File: src/rtl/ofmap_bit_packer.sv
// ofmap_bit_packer
// Packs the 1-bit binarized ofmap result stream into WORD_WIDTH-bit masked
// word writes for the ofmap BRAM. When the layer ends, it flushes any partial
// word and then pulses o_done for one cycle.
// Optional build macro: OFMAP_PACK_STATS_EN adds the o_ones_cnt and
// o_word_cnt statistics outputs.
module ofmap_bit_packer #(
   parameter int OFMAPS_BRAM_ADDR_WIDTH = 12,
   parameter int BIT_IDX_WIDTH          = 5
) (
   input  logic                                              clk,
   input  logic                                              rst_n,
   input  logic                                              i_data,
   input  logic [OFMAPS_BRAM_ADDR_WIDTH-1:0]                 i_addr,
   input  logic                                              i_valid,
   input  logic                                              i_last,
   output logic                                              bram_we,
   output logic [OFMAPS_BRAM_ADDR_WIDTH-BIT_IDX_WIDTH-1:0]   bram_addr,
   output logic [(2**BIT_IDX_WIDTH)-1:0]                     bram_wdata,
   output logic [(2**BIT_IDX_WIDTH)-1:0]                     bram_wmask,
`ifdef OFMAP_PACK_STATS_EN
   output logic [15:0]                                       o_ones_cnt,
   output logic [15:0]                                       o_word_cnt,
`endif
   output logic                                              o_done,
   output logic                                              o_busy
);

   localparam int WORD_WIDTH      = 2**BIT_IDX_WIDTH;
   localparam int WORD_ADDR_WIDTH = OFMAPS_BRAM_ADDR_WIDTH - BIT_IDX_WIDTH;

   typedef enum logic [1:0] {S_EMPTY, S_FILL, S_DRAIN, S_DONE} state_t;

   state_t                       state_reg, state_next;
   logic [WORD_WIDTH-1:0]        data_reg, data_next;
   logic [WORD_WIDTH-1:0]        mask_reg, mask_next;
   logic [WORD_ADDR_WIDTH-1:0]   waddr_reg, waddr_next;

   logic                         we_next;
   logic [WORD_ADDR_WIDTH-1:0]   wr_addr_next;
   logic [WORD_WIDTH-1:0]        wr_data_next;
   logic [WORD_WIDTH-1:0]        wr_mask_next;

   logic [WORD_ADDR_WIDTH-1:0]   in_waddr;
   logic [BIT_IDX_WIDTH-1:0]     in_idx;
   logic [WORD_WIDTH-1:0]        onehot;
   logic [WORD_WIDTH-1:0]        bit_val;
   logic [WORD_WIDTH-1:0]        merged_data;
   logic [WORD_WIDTH-1:0]        merged_mask;
   logic                         hit;

   assign in_waddr    = i_addr[OFMAPS_BRAM_ADDR_WIDTH-1:BIT_IDX_WIDTH];
   assign in_idx      = i_addr[BIT_IDX_WIDTH-1:0];
   assign onehot      = WORD_WIDTH'(1) << in_idx;
   assign bit_val     = i_data ? onehot : '0;
   // The buffer is always cleared in S_EMPTY, so merging into it there
   // yields a fresh one-bit word.
   assign merged_data = (data_reg & ~onehot) | bit_val;
   assign merged_mask = mask_reg | onehot;
   assign hit         = (state_reg == S_EMPTY) || (waddr_reg == in_waddr);

   // Next-state, buffer update and write decision
   always_comb begin
      state_next   = state_reg;
      data_next    = data_reg;
      mask_next    = mask_reg;
      waddr_next   = waddr_reg;
      we_next      = 1'b0;
      wr_addr_next = waddr_reg;
      wr_data_next = data_reg;
      wr_mask_next = mask_reg;
      unique case (state_reg)
         S_EMPTY, S_FILL: begin
            if (i_valid && hit) begin
               if ((&merged_mask) || i_last) begin
                  // Word complete or layer ending: write the merged word now
                  we_next      = 1'b1;
                  wr_addr_next = in_waddr;
                  wr_data_next = merged_data;
                  wr_mask_next = merged_mask;
                  data_next    = '0;
                  mask_next    = '0;
                  waddr_next   = '0;
                  state_next   = i_last ? S_DONE : S_EMPTY;
               end else begin
                  data_next  = merged_data;
                  mask_next  = merged_mask;
                  waddr_next = in_waddr;
                  state_next = S_FILL;
               end
            end else if (i_valid) begin
               // New word address: write the old buffer, start the new one
               we_next    = 1'b1;
               data_next  = bit_val;
               mask_next  = onehot;
               waddr_next = in_waddr;
               state_next = i_last ? S_DRAIN : S_FILL;
            end else if (i_last) begin
               we_next    = (state_reg == S_FILL);
               data_next  = '0;
               mask_next  = '0;
               waddr_next = '0;
               state_next = S_DONE;
            end
         end
         S_DRAIN: begin
            we_next    = 1'b1;
            data_next  = '0;
            mask_next  = '0;
            waddr_next = '0;
            state_next = S_DONE;
         end
         S_DONE: begin
            state_next = S_EMPTY;
         end
         default: begin
            state_next = S_EMPTY;
         end
      endcase
   end

   // State and buffer registers
   always_ff @(posedge clk or negedge rst_n) begin
      if (!rst_n) begin
         state_reg <= S_EMPTY;
         data_reg  <= '0;
         mask_reg  <= '0;
         waddr_reg <= '0;
      end else begin
         state_reg <= state_next;
         data_reg  <= data_next;
         mask_reg  <= mask_next;
         waddr_reg <= waddr_next;
      end
   end

   // Registered outputs; the write bus holds its last value between strobes
   always_ff @(posedge clk or negedge rst_n) begin
      if (!rst_n) begin
         bram_we    <= 1'b0;
         bram_addr  <= '0;
         bram_wdata <= '0;
         bram_wmask <= '0;
         o_done     <= 1'b0;
         o_busy     <= 1'b0;
      end else begin
         bram_we <= we_next;
         if (we_next) begin
            bram_addr  <= wr_addr_next;
            bram_wdata <= wr_data_next;
            bram_wmask <= wr_mask_next;
         end
         o_done <= (state_reg == S_DONE);
         o_busy <= (state_next != S_EMPTY) || (|mask_next);
      end
   end

`ifdef OFMAP_PACK_STATS_EN
   logic [15:0] ones_cnt_reg;
   logic [15:0] word_cnt_reg;
   logic        clr_pending_reg;
   logic        accept;

   assign accept     = i_valid && ((state_reg == S_EMPTY) || (state_reg == S_FILL));
   assign o_ones_cnt = ones_cnt_reg;
   assign o_word_cnt = word_cnt_reg;

   // Saturating statistics, restarted by the first accepted beat after o_done
   always_ff @(posedge clk or negedge rst_n) begin
      if (!rst_n) begin
         ones_cnt_reg    <= '0;
         word_cnt_reg    <= '0;
         clr_pending_reg <= 1'b0;
      end else begin
         if (state_reg == S_DONE) begin
            clr_pending_reg <= 1'b1;
         end else if (accept) begin
            clr_pending_reg <= 1'b0;
         end
         if (accept && clr_pending_reg) begin
            ones_cnt_reg <= {15'b0, i_data};
            word_cnt_reg <= {15'b0, we_next};
         end else begin
            if (accept && i_data && (ones_cnt_reg != 16'hFFFF)) begin
               ones_cnt_reg <= ones_cnt_reg + 16'd1;
            end
            if (we_next && (word_cnt_reg != 16'hFFFF)) begin
               word_cnt_reg <= word_cnt_reg + 16'd1;
            end
         end
      end
   end
`endif

`ifndef SYNTHESIS
   // A beat arriving while draining or signalling done is dropped
   no_beat_after_last: assert property (@(posedge clk) disable iff (!rst_n)
      !(i_valid && ((state_reg == S_DRAIN) || (state_reg == S_DONE))));
`endif

endmodule
File: config.mk
export PLATFORM = sky130hd
export DESIGN_NAME = ofmap_bit_packer
export DESIGN_NICKNAME = d
export VERILOG_FILES = /design/src/rtl/ofmap_bit_packer.sv
export SDC_FILE = /design/constraint.sdc
export NUM_CORES = 1
export LEC_CHECK = 0
export BUFFER_PORTS_ARGS = -buffer_cell sky130_fd_sc_hd__buf_2
export CAP_MARGIN = 10
export CORE_UTILIZATION = 41
export DETAILED_ROUTE_END_ITERATION = 16
export PLACE_DENSITY = 0.57
export SLEW_MARGIN = 25
export SYNTH_ARGS = -nofsm -noshare
export SYNTH_HDL_FRONTEND = slang
export SYNTH_SLANG_ARGS = --single-unit
File: constraint.sdc
create_clock -name clk -period 3 [get_ports clk]
set_input_delay 0.15 -clock clk [delete_from_list [all_inputs] [get_ports clk]]
set_output_delay 0.15 -clock clk [all_outputs]
set_load 0.03 [all_outputs]
After elaboration in Yosys (flattened, before gate mapping):

Cells that the tools add are included.

* register bits after elaboration: 147
* input bits: 17
* word-level logic and storage cells: 68

* eq/ne operators: 5
* shift operators: 1
* muxes and demuxes: 37
* bitwise operators: 4
* reductions and logical operators: 11

Operator list (count)
* 2-to-1 mux 32 bit: 15
* one-hot mux 32 bit (2 select lines): 2
* OR 32 bit: 2
* 2-to-1 mux 7 bit: 7
* bitwise AND 32 bit: 1
* inverter 32 bit: 1
* AND reduction 32 bit: 1
* OR reduction 32 bit: 1
* left shift 1 x 5 -> 32 bit, first input constant: 1
* one-hot mux 7 bit (2 select lines): 1
* 2-to-1 mux 2 bit: 6
* == test 7 bit: 1
* one-hot mux 2 bit (3 select lines): 1
* == test 2 bit, second input constant: 2
* 2-to-1 mux 1 bit: 4
* != test 4 bit, second input constant: 1
* nonzero test 2 bit: 2
* logical OR 1 bit: 3
* == test 2 x 1 -> 1 bit, second input constant: 1
* zero test 2 bit: 1
* one-hot mux 1 bit (2 select lines): 1
* AND reduction 2 bit: 1
* OR reduction 2 bit: 1
* logical AND 1 bit: 1

Longest topological paths before layout:

* depth in word-level cells: 9
* mapped depth: 13
* gate-level depth less buffers: 9

Least setup slack after synthesis:

OpenSTA, ideal clock, no wires.

* path type: register to register
* from: reg mask_reg[25]
* to: reg bram_addr[5]
* library setup time: 0.126 ns
* arrival: 2.627 ns
* setup slack: 0.247 ns
* stages on the path, launching flop included: 11
* path buffers: 2
* period minus slack after synthesis: 2.753 ns
* path through: dfrtp_1 -> or3b_1 -> a211o_1 -> a211oi_2 -> nand4_1 -> o21ba_2 -> or3_1 -> buf_2 -> buf_6 -> and3_1 -> a221o_1

* longest elaborated chain between the ends: 6
* elaborated cells on any way between the ends: 9

RTL lines
* start, declared: RTL line 36 `logic [WORD_WIDTH-1:0] mask_reg, mask_next;`
* start signal, assigned: RTL line 132 `mask_reg <= mask_next;`
* OR 32 bit *: RTL line 59 `assign merged_mask = mask_reg | onehot;`
* AND reduction 32 bit *: RTL line 75 `if ((&merged_mask) || i_last) begin`
* logical OR 1 bit *: RTL line 75
* 2-to-1 mux 1 bit or 2-to-1 mux 7 bit (tied branches): RTL line 75
* 2-to-1 mux 1 bit or 2-to-1 mux 7 bit (tied branches): RTL line 74 `if (i_valid && hit) begin`
* one-hot mux 1 bit (2 select lines) or 2-to-1 mux 7 bit (tied branches): RTL line 72 `unique case (state_reg)`
* end signal, assigned: RTL line 149 `bram_addr <= wr_addr_next;`
* end, declared: RTL line 18 `output logic [OFMAPS_BRAM_ADDR_WIDTH-BIT_IDX_WIDTH-1:0] bram_addr,`

Every way passes the cells marked *; elsewhere a longest branch is shown, timed or not.
A chain may end at the register's enable or synchronous reset.

Worst setup path after layout:

* from: reg mask_reg[25]
* to: reg bram_wdata[4]

* longest elaborated chain between the ends: 6
* elaborated cells on any way between the ends: 9

RTL lines
* OR 32 bit *: RTL line 59
* AND reduction 32 bit *: RTL line 75
* logical OR 1 bit *: RTL line 75
* 2-to-1 mux 1 bit or 2-to-1 mux 32 bit (tied branches): RTL line 75
* 2-to-1 mux 1 bit or 2-to-1 mux 32 bit (tied branches): RTL line 74
* one-hot mux 1 bit (2 select lines) or 2-to-1 mux 32 bit (tied branches): RTL line 72
* end signal, assigned: RTL line 150 `bram_wdata <= wr_data_next;`
* end, declared: RTL line 19 `output logic [(2**BIT_IDX_WIDTH)-1:0] bram_wdata,`

Marks and branches as above.

==> qor.txt <==
Crit end category: flop
Status: finished clean
Final period util: 93.34%
DR vias: 7558
Die area: 18970 µm²
Remaining DRCs: 0
Worst setup path class: flop to flop
GRT Residual Overflow: 0
Clock skew: 0.01238 ns
Comb power frac: 42.2%
# Max-Cap Violations: 0
Final WL: 29150 µm
Chip Width: 137.7 µm
Reg power frac: 30.6%
# IOs: 91
Setup repair bufs after CTS: 0
Final #Nets: 1020
# rows: 49
Sequential element share of the synthesized area: 48.69%
Most common cell in the netlist: dfrtp_1
Layout cells sized above 1: 25.89%
Vias in the first global route: 7208
Most frequent cells after synthesis: 147 x dfrtp_1, 103 x a21oi_1, 88 x o21ai_0
Top_reg_cell synth: dfrtp_1
Overall Global Routing Usage: 31.71%
CP arrival: 3.09 ns
Crit path required time: 3.29 ns
Mapped Area: 7555 µm²
Switching power share of the total: 41.11%
Max-slew violations: 0
Final Hold Fails: 0
Largest cells by area after synthesis: dfrtp_1 49%, a21oi_1 6.8%, a22o_1 6.6%
TritonCTS clock tree: built
Clock period minus worst slack: 2.800 ns
# diodes: 0
Post-Syn Area per Cell: 9.015 µm²
Cell taking the most area after synthesis: dfrtp_1
Final ANT Viol Nets: 0
Crit-path max FO: 26
Drt wl/cell: 23.41 µm
Root Buffer Master: clkbuf_16
Area grow syn2layout: 29.68%
PwrDens: 861.3 nW/µm²
Initial drt markers: 641
Vias per cell: 6.071
Total power: 8.438 mW
Chip Height: 137.7 µm
Fin util: 54.35%
H-tree depth: 4
Antenna violations before repair: 0
Post-Place Cell Area: 9097 µm²
Core box area: 18020 µm²
Net Count, Synth: 855
Longest Clk Path Bufs: 2
Clock Latency Late Sink: 0.43 ns
Unrepaired setup endpoints after global routing: false
Crit start category: flop
Number of synthesized register bits: 147
P_sw: 3.469 mW
Tightest Pin Transition: 0.8959 ns
Starting Density: 41.91%
Final worst slack: 0.1999 ns
Top-area cell type share of the netlist area: 48.69%
Instance count of the mapped netlist: 838
CTS Buf Count: 17
Async SR Flop Fraction: 100.0%
Final Hold Slack: 0.01362 ns
Yosys cell types: 60
Dpl hpwl: 21280 µm
Finish-stage setup viols: 0
Largest net degree at the start of global routing: 74
Worst slack, placed: -0.2287 ns
First-pass GRT wire length: 44040 µm
Max rail drop VDD: 0.8317 mV
Num Clock Sinks: 147
Post-synth EDFFs: 0
Internal: 4.969 mW
Post-route cell area: 9797 µm²
Fmax achieved: 357.1 MHz
Gp weighted congestion: 0.9133
Hold WC Path Type: primary input to flop
Clock transition at path regs: 0.06 ns
Warnings from Yosys: 0
Count of buffers from port buffering: 90
Drt pass-1 iters: 5
Leak pwr: 4.507 nW
Worst slew margin: 39.76%
Clock Power Share: 27.2%
-- power groups by stage --
stage                     Combinational [mW]  Clock (mW)  Sequential (mW)
after floorplan                         1.63           0             3.16
after global placement                  3.48           0             2.60
after detailed placement                3.53           0             2.61
after CTS                               3.56        2.33             2.58
after global routing                    3.85        2.42             2.63
final                                   3.56        2.30             2.58
-- critical path, cell delays in order, from the launching register on --
cell and delay, ns:
dfrtp_1 0.35, or3b_1 0.34, a211o_1 0.36, a211oi_2 0.19, nand4_1 0.14, o21ba_2 0.28, or3_1 0.36, buf_4 0.25
o311ai_1 0.27, nand3_1 0.12
-- per-layer routing --
layer  up-vias  track usage, %  share of wire [%]
met2       313           46.26                 44
met5         -               0                  0
li1       3438               -                  -
met3        32           6.659                7.0
met1      3775           47.32                 48
met4         0           7.729                1.6
-- cell usage in the layout, fill, tap and decap left out, drive strengths merged, types with 5 or more instances in the layout --
cell | netlist | layout
buf | 14 | 213
nor2 | 79 | 79
nand4 | 9 | 9
a31oi | 31 | 31
inv | 8 | 13
nand3 | 7 | 7
or4 | 5 | 5
a22o | 57 | 57
a211oi | 5 | 5
and2 | 5 | 5
dlygate4sd3 | 0 | 7
clkbuf | 60 | 18
a21oi | 103 | 103
o21ai | 102 | 102
nand2 | 72 | 72
and3 | 9 | 9
dfrtp | 147 | 147
a221o | 8 | 8
nor4 | 19 | 19
o31ai | 20 | 20
clkinv | 0 | 5
xnor2 | 8 | 8
-- metrics by stage --
step / TNS [ns] / cells
after global placement: -19.95 / 1206
after detailed placement: -10.93 / 1206
after floorplan: 0 / 838
final: 0 / 1245
after CTS: 0 / 1245
after global routing: 0 / 1245
-- path summary, 6_finish.rpt --
check / start / end / slack, ns / depth (start not counted)
max: mask_reg[25] / bram_wdata[4] / 0.20 / 9
min reg2reg: bram_wmask[22] / bram_wmask[22] / 0.48 / 2
max reg2reg: mask_reg[25] / bram_wdata[4] / 0.20 / 9
min: i_addr[9] / waddr_reg[4] / 0.01 / 2
max in group asynchronous: rst_n / mask_reg[11] / 1.90 / 3
min in group asynchronous: rst_n / data_reg[30] / 0.32 / 2
-- layout make-up --
| class | instances | area, µm² |
|---|---|---|
| flip-flops and latches | 147 | 3679 |
| fillers | 1704 | 8228 |
| inverters | 8 | 30.03 |
| multi-input cells | 609 | 3561 |
| repair buffers | 220 | 1613 |
| clock inverters | 14 | 198.9 |
| well taps | 229 | 286.5 |
| clock buffers | 18 | 429.2 |
-- kinds of logic after synthesis --
logic type | Yosys count | share of synthesized area (%)
AOI/OAI and AO/OA | 357 | 29.81
xor gates and xnor gates | 8 | 0.9275
and+or+nand+nor | 240 | 15.58
muxes | 4 | 0.5300
DFF | 147 | 48.69
buffers and inverters | 82 | 4.455
-- what timing repair did --
| action | in CTS | in global routing |
|---|---|---|
| endpoints found under the setup margin | 0 | 15 |
| hold buffers | 7 | 0 |
| endpoints found under the hold margin | 81 | 0 |
| gates resized for setup | 0 | 1 |
(Power assumes the default switching activity.)
